===== src/rtl/scytale_codec_if.sv =====
// Handshake bundle for the scytale codec: character input with rod keys,
// registered character output with backpressure, plus status flags.
interface scytale_codec_if #(
  parameter int unsigned D_WIDTH   = 8,
  parameter int unsigned KEY_WIDTH = 8
);
  logic [D_WIDTH-1:0]   data_i;
  logic                 valid_i;
  logic                 mode_i;
  logic [KEY_WIDTH-1:0] key_N;
  logic [KEY_WIDTH-1:0] key_M;
  logic                 ready_i;
  logic [D_WIDTH-1:0]   data_o;
  logic                 valid_o;
  logic                 busy;
  logic                 err_o;

  modport master (
    output data_i, valid_i, mode_i, key_N, key_M, ready_i,
    input  data_o, valid_o, busy, err_o
  );

  modport slave (
    input  data_i, valid_i, mode_i, key_N, key_M, ready_i,
    output data_o, valid_o, busy, err_o
  );
endinterface


===== src/rtl/scytale_codec.sv =====
// Scytale transposition codec: buffers a message until the start token, then
// streams it back in rod order (decrypt column-major, encrypt row-major).
module scytale_codec #(
  parameter int unsigned        D_WIDTH       = 8,
  parameter int unsigned        KEY_WIDTH     = 8,
  parameter int unsigned        MAX_NOF_CHARS = 64,
  parameter logic [D_WIDTH-1:0] START_TOKEN   = D_WIDTH'(8'hFA)
) (
  input  logic           clk,
  input  logic           rst_n,
  scytale_codec_if.slave bus
);
  localparam int unsigned AddrW = (MAX_NOF_CHARS > 1) ? $clog2(MAX_NOF_CHARS) : 1;
  localparam int unsigned CntW  = $clog2(MAX_NOF_CHARS + 1);
  localparam int unsigned ProdW = 2 * KEY_WIDTH;

  typedef enum logic [1:0] {StIdle, StEmit, StErr} state_e;

  state_e               state_q;
  logic [D_WIDTH-1:0]   mem_q [MAX_NOF_CHARS];
  logic [CntW-1:0]      cnt_q;
  logic                 ovf_q;
  logic                 mode_q;
  logic [KEY_WIDTH-1:0] n_q, m_q;
  logic [KEY_WIDTH-1:0] inner_q, outer_q;
  logic [AddrW-1:0]     idx_q, base_q;
  logic [D_WIDTH-1:0]   data_q;
  logic                 valid_q, busy_q, err_q;

  logic [ProdW-1:0]     prod;
  logic                 key_bad, store_en, inner_wrap, outer_wrap;
  logic [KEY_WIDTH-1:0] inner_lim, outer_lim, step;
  logic [AddrW-1:0]     idx_nxt, base_nxt;

  assign prod = {{KEY_WIDTH{1'b0}}, bus.key_N} * {{KEY_WIDTH{1'b0}}, bus.key_M};

  always_comb begin
    key_bad = (bus.key_N == '0) || (bus.key_M == '0) ||
              (32'(prod) > MAX_NOF_CHARS) || (32'(cnt_q) != 32'(prod)) || ovf_q;
  end

  assign store_en = (state_q == StIdle) && bus.valid_i && (bus.data_i != START_TOKEN) &&
                    (cnt_q != CntW'(MAX_NOF_CHARS));

  // Inner loop strides by the step; outer loop restarts one slot further along.
  assign inner_lim  = mode_q ? n_q : m_q;
  assign outer_lim  = mode_q ? m_q : n_q;
  assign step       = mode_q ? m_q : n_q;
  assign inner_wrap = (inner_q == inner_lim - KEY_WIDTH'(1));
  assign outer_wrap = (outer_q == outer_lim - KEY_WIDTH'(1));
  assign idx_nxt    = AddrW'(32'(idx_q) + 32'(step));
  assign base_nxt   = base_q + AddrW'(1);

  always_ff @(posedge clk) begin
    if (store_en) begin
      mem_q[cnt_q[AddrW-1:0]] <= bus.data_i;
    end
  end

  always_ff @(posedge clk or negedge rst_n) begin
    if (!rst_n) begin
      state_q <= StIdle;
      cnt_q   <= '0;
      ovf_q   <= 1'b0;
      mode_q  <= 1'b0;
      n_q     <= '0;
      m_q     <= '0;
      inner_q <= '0;
      outer_q <= '0;
      idx_q   <= '0;
      base_q  <= '0;
      data_q  <= '0;
      valid_q <= 1'b0;
      busy_q  <= 1'b0;
      err_q   <= 1'b0;
    end else begin
      err_q <= 1'b0;
      unique case (state_q)
        StIdle: begin
          if (bus.valid_i) begin
            if (bus.data_i == START_TOKEN) begin
              mode_q  <= bus.mode_i;
              n_q     <= bus.key_N;
              m_q     <= bus.key_M;
              inner_q <= '0;
              outer_q <= '0;
              idx_q   <= '0;
              base_q  <= '0;
              if (key_bad) begin
                state_q <= StErr;
                err_q   <= 1'b1;
              end else begin
                state_q <= StEmit;
                valid_q <= 1'b1;
                busy_q  <= 1'b1;
                data_q  <= mem_q[{AddrW{1'b0}}];
              end
            end else if (cnt_q == CntW'(MAX_NOF_CHARS)) begin
              ovf_q <= 1'b1;
            end else begin
              cnt_q <= cnt_q + CntW'(1);
            end
          end
        end
        StErr: begin
          state_q <= StIdle;
          cnt_q   <= '0;
          ovf_q   <= 1'b0;
        end
        StEmit: begin
          if (valid_q && bus.ready_i) begin
            if (inner_wrap && outer_wrap) begin
              state_q <= StIdle;
              valid_q <= 1'b0;
              busy_q  <= 1'b0;
              data_q  <= '0;
              cnt_q   <= '0;
              ovf_q   <= 1'b0;
            end else if (inner_wrap) begin
              inner_q <= '0;
              outer_q <= outer_q + KEY_WIDTH'(1);
              base_q  <= base_nxt;
              idx_q   <= base_nxt;
              data_q  <= mem_q[base_nxt];
            end else begin
              inner_q <= inner_q + KEY_WIDTH'(1);
              idx_q   <= idx_nxt;
              data_q  <= mem_q[idx_nxt];
            end
          end
        end
        default: state_q <= StIdle;
      endcase
    end
  end

  assign bus.data_o  = data_q;
  assign bus.valid_o = valid_q;
  assign bus.busy    = busy_q;
  assign bus.err_o   = err_q;
endmodule


===== src/flat_wrapper.sv =====
// flat-port wrapper written by rule: the top's interface ports become plain ports
module scytale_codec_flat 
#(
  parameter int unsigned        D_WIDTH       = 8,
  parameter int unsigned        KEY_WIDTH     = 8,
  parameter int unsigned        MAX_NOF_CHARS = 64,
  parameter logic [D_WIDTH-1:0] START_TOKEN   = D_WIDTH'(8'hFA)
)
  (clk, rst_n, bus_data_i, bus_valid_i, bus_mode_i, bus_key_N, bus_key_M, bus_ready_i, bus_data_o, bus_valid_o, bus_busy, bus_err_o);
  scytale_codec_if #(.D_WIDTH(D_WIDTH), .KEY_WIDTH(KEY_WIDTH)) bus_i ();
  input  logic clk;
  input  logic rst_n;
  input wire logic [$bits(bus_i.data_i)-1:0] bus_data_i;
  input wire logic [$bits(bus_i.valid_i)-1:0] bus_valid_i;
  input wire logic [$bits(bus_i.mode_i)-1:0] bus_mode_i;
  input wire logic [$bits(bus_i.key_N)-1:0] bus_key_N;
  input wire logic [$bits(bus_i.key_M)-1:0] bus_key_M;
  input wire logic [$bits(bus_i.ready_i)-1:0] bus_ready_i;
  output wire logic [$bits(bus_i.data_o)-1:0] bus_data_o;
  output wire logic [$bits(bus_i.valid_o)-1:0] bus_valid_o;
  output wire logic [$bits(bus_i.busy)-1:0] bus_busy;
  output wire logic [$bits(bus_i.err_o)-1:0] bus_err_o;
  assign bus_i.data_i = bus_data_i;
  assign bus_i.valid_i = bus_valid_i;
  assign bus_i.mode_i = bus_mode_i;
  assign bus_i.key_N = bus_key_N;
  assign bus_i.key_M = bus_key_M;
  assign bus_i.ready_i = bus_ready_i;
  assign bus_data_o = bus_i.data_o;
  assign bus_valid_o = bus_i.valid_o;
  assign bus_busy = bus_i.busy;
  assign bus_err_o = bus_i.err_o;
  scytale_codec #(.D_WIDTH(D_WIDTH), .KEY_WIDTH(KEY_WIDTH), .MAX_NOF_CHARS(MAX_NOF_CHARS), .START_TOKEN(START_TOKEN)) u_core (.clk(clk), .rst_n(rst_n), .bus(bus_i));
endmodule

===== config.mk =====
export PLATFORM = sky130hd
export DESIGN_NAME = scytale_codec_flat
export DESIGN_NICKNAME = d
export VERILOG_FILES = /design/src/rtl/scytale_codec_if.sv /design/src/rtl/scytale_codec.sv /design/src/flat_wrapper.sv
export SDC_FILE = /design/constraint.sdc
export NUM_CORES = 1
export LEC_CHECK = 0
export CORE_MARGIN = 1.5
export CORE_UTILIZATION = 57
export DETAILED_ROUTE_END_ITERATION = 6
export GPL_TIMING_DRIVEN = 0
export MAX_ROUTING_LAYER = met4
export PLACE_DENSITY = 0.76
export SYNTH_ARGS = -nofsm -noshare
export SYNTH_HDL_FRONTEND = slang
export SYNTH_SLANG_ARGS = --single-unit

===== constraint.sdc =====
create_clock -name clk -period 3.9 [get_ports clk]
set_clock_uncertainty 0.2 [all_clocks]
set_input_delay 0.78 -clock clk [delete_from_list [all_inputs] [get_ports clk]]
set_output_delay 0.78 -clock clk [all_outputs]
set_load 0.1 [all_outputs]

==> results of run 1 <==
layout make-up:
| type | count | share of cell area |
|---|---|---|
| clock buffers | 82 | 0.04714 |
| repair buffers | 67 | 0.01988 |
| diodes | 4 | 0.0002892 |
| multi-input cells | 1121 | 0.3808 |
| clock inverters | 28 | 0.005784 |
| plain buffers | 120 | 0.02335 |
| well taps | 688 | 0.02487 |
| flip-flops and latches | 577 | 0.4912 |
| inverters | 62 | 0.006724 |
per-layer routing:
layer  GRT usage  wire length (um)  vias to the layer above
met1      0.4384             32110                     9990
met3     0.06940              9762                      215
li1            -                 -                     7775
met2      0.5048             41180                     1371
met4      0.1288              3383                        0
met5           -                 0                        -
kinds of logic after synthesis:
logic type	count (synthesis)	synth area share
AOI/OAI and AO/OA	150	0.03348
adders and majority gates	88	0.04516
muxes	441	0.2631
DFF	577	0.5569
and+or+nand+nor	401	0.06537
xor gates and xnor gates	40	0.01172
buffers and inverters	183	0.02426
timing repair:
action | 4_1_cts | 5_1_grt
cloned | 1 | 1
endpoints found under the setup margin | 29 | 205
gates resized for setup | 166 | 73
pin swaps | 22 | 33
setup buffers | 14 | 16
worst max-delay path by stage:
stage	to	slack, ns	cells past startpoint
CTS	u_core.bus.data_o[5]$_DFFE_PN0P_	-1.25	20
floorplan	u_core.bus.data_o[0]$_DFFE_PN0P_	-1.63	19
detailed placement	u_core.bus.data_o[5]$_DFFE_PN0P_	-2.89	19
global placement	u_core.bus.data_o[5]$_DFFE_PN0P_	-2.84	19
global route	u_core.bus.data_o[3]$_DFFE_PN0P_	-1.56	21
finish	u_core.bus.data_o[3]$_DFFE_PN0P_	-1.37	20
state kept, by name, indices dropped and copies added (netlist names):
register	cells
u_core.mem_q	512
u_core.m_q	8
u_core.idx_q	6
u_core.bus.err_o	1
u_core.inner_q	8
u_core.mode_q	1
u_core.ovf_q	1
u_core.state_q	2
u_core.bus.valid_o	1
u_core.outer_q	8
u_core.n_q	8
u_core.bus.data_o	8
u_core.cnt_q	7
u_core.base_q	6
power by group through the flow:
stage	Clock (uW)	Sequential, uW	Combinational [uW]
after floorplan	0	7130	1620
after detailed placement	0	7180	2310
final	5380	7050	2870
after global placement	0	7170	2230
after CTS	5400	7050	2610
after global routing	5620	7070	3060
cells in the mapped netlist (8+ instances only):
cell type | n | area, um2
xnor2_1 | 19 | 166.4
inv_1 | 61 | 229.0
fa_1 | 37 | 740.7
mux2i_1 | 149 | 1491
o21ai_0 | 40 | 200.2
xor2_1 | 20 | 175.2
nor4_1 | 11 | 68.82
nor3b_1 | 9 | 67.56
and2_1 | 54 | 337.8
ha_1 | 51 | 638.1
nand3_1 | 18 | 90.09
a211oi_1 | 13 | 97.59
a22oi_1 | 9 | 67.56
clkbuf_1 | 64 | 240.2
edfxtp_1 | 512 | 15370
buf_2 | 19 | 95.09
a21o_1 | 8 | 60.06
and3_1 | 12 | 75.07
mux4_2 | 289 | 6509
a21oi_1 | 30 | 150.1
nor3_1 | 26 | 130.1
nand2_1 | 116 | 435.4
nor2_1 | 102 | 382.9
a221o_1 | 12 | 120.1
dfrtp_1 | 65 | 1627
nand2b_1 | 8 | 50.05
nor2b_1 | 16 | 100.1
buf_1 | 33 | 123.9
stage by stage:
step	cell area, um2	setup TNS (ns)
CTS	34250	-13.30
floorplan	30600	-18.09
finish	34610	-15.06
global route	34610	-17.79
detailed placement	31870	-208.11
global placement	31750	-1017.02
==> summary.md, run 1 <==
| Metric | Value |
|---|---|
| Outcome | finished, violations left |
| Violated checks | design-rule violations, negative setup slack |
| Most frequent cells in the layout | edfxtp_1 (512), mux4_2 (289), mux2i_1 (145), nand2_1 (110), nor2_1 (74) |
| HPWL after detailed placement | 60,150 um |
| Vias | 19.35k |
| Sequential share of power | 0.461 |
| Power Internal | 11,090 uW |
| Class of the worst hold path | input port to asynchronous set/reset pin |
| Most frequent cell on the critical path | fa_1 |
| Initial antenna violation count | 4 |
| Clock tree buffer depth | 3 |
| CP max stage cell | fa_1 |
| Hold_ws | 0.06654 ns |
| Std-Cell Rows | 84 |
| Die W | 234.4 um |
| PD cells | 442.2 nW/um2 |
| CP Capture Type | flip-flop |
| Tcrit/Tclk final | 1.352 |
| Max-cap violations | 0 |
| CTS buffer count | 58 |
| # hold bufs at CTS | 0 |
| Syn nets | 1,997 |
| Slew margin rel. | 0.1318 |
| Async set or reset register ratio after synthesis | 0.1127 |
| RSZ-0062 raised after global routing | true |
| Pin count of the biggest net entering global routing | 66 |
| H-tree depth | 2 |
| Fin. max-slew vios | 0 |
| Total power | 15,310 uW |
| Max FO, Critical Path | 8 |
| Fmax | 189.6 MHz |
| Comb power frac | 0.188 |
| Setup WS pre-CTS | -2.888 ns |
| Layout Utilization | 0.6560 |
| Post-DRT Antenna Nets | 0 |
| Setup crit start | bus_key_M[6] |
| Switching share of power | 0.2754 |
| Largest stage delay on the critical path | 0.54 ns |
| CTS tree | built |
| CP Buf/Inv Count | 5 |
| Power share of the clock group | 0.352 |
| First-pass GRT wire length | 126,100 um |
| Leakage | 0.01145 uW |
| Final wirelength | 86,440 um |
| Gr ovfl total | 0 |
| Final Non-Filler Cells | 2,749 |
| Predominant post-synthesis flop cell | edfxtp_1 |
| Vias in the first global route | 19.27k |
| Reg2reg setup slack | -1.35 ns |
| Die Y | 234.4 um |
| Initial drt markers | 2,993 |
| Critical path required time | 4.19 ns |
| DR DRC count | 3 |
| Minimum clock period | 5.273 ns |
| YS warnings | 0 |
| IO Pins | 40 |
| Fin. Hold Viols | 0 |
| Commonest non-fill, non-tap cell in the layout | edfxtp_1 |
| GRT Total Usage | 0.3298 |
| Dpl cells | 2,605 |
| CP Class | input port to flip-flop |
| Setup crit start kind | input port |
| Area of the multi-input gates | 13,180 um2 |
| Number of fill cells in the layout | 3,547 |
| Sequential-to-total area share from yosys stat | 0.5569 |
| Syn avg cell area | 16.24 um2 |
| CORE AREA | 52,760 um2 |
| Final WS setup | -1.373 ns |
| Fin nets | 2,124 |
| Area growth from synthesis to layout | 13.37% |
| Number of flops mapped to enable cells by yosys | 512 |
| Synthesized instance count | 1,880 |
| CP Data Arrival Time | 5.57 ns |
| Reg2reg start | u_core.base_q[1]$_DFFE_PN0P_ |
| Gp weighted congestion | 1.033 |
| Synth Register Bits | 577 |
| Worst r2r dst | u_core.bus.data_o[2]$_DFFE_PN0P_ |
| Critical path's top delay family | adder cells |
| Clk_lat worst skew | 0.65 ns |
| DR WL/cell | 31.44 um |
| Initial Util | 0.5787 |
| Clock slew at reported path FFs | 0.06 ns |
| FF-to-FF path depth | 11 |
| Clock tree sinks | 577 |
| IO buf count | 29 |
| Psw | 4216 uW |
| Share of layout cells above drive strength 1 | 0.2854 |
| Slew @ Worst Pin | 1.302 ns |
| Register area | 17,000 um2 |
| Worst vdd ir | 419.1 uV |
| Yosys cell types | 69 |
| Crit-path cells | buf_12, and2_4, fa_1, fa_1, fa_1, inv_1, fa_1, inv_1, ha_4, buf_8, nand2_2, o21ai_2, a31oi_4, o41ai_2, xor2_1, nor4_4, buf_4, a2bb2oi_4, a21o_4, a221o_1 |
| Root Driver | clkbuf_16 |
| Via-to-Cell Ratio | 7.039 |
| Final setup violation count | 12 |
| Die area | 54,960 um2 |
| 1st-pass router iterations | 7 |
| Mapped Area | 30,530 um2 |
Note: power is estimated with default switching activity, not from simulation.
==> run 2, diff against run 1 <==
--- a/config.mk
+++ b/config.mk
@@ -5,6 +5,7 @@
 export SDC_FILE = /design/constraint.sdc
 export NUM_CORES = 1
 export LEC_CHECK = 0
+export CAP_MARGIN = 0
 export CORE_MARGIN = 1.5
 export CORE_UTILIZATION = 57
 export DETAILED_ROUTE_END_ITERATION = 6
==> results of run 2 <==
The final DEF is identical to that of run 1; final timing and power are the same.
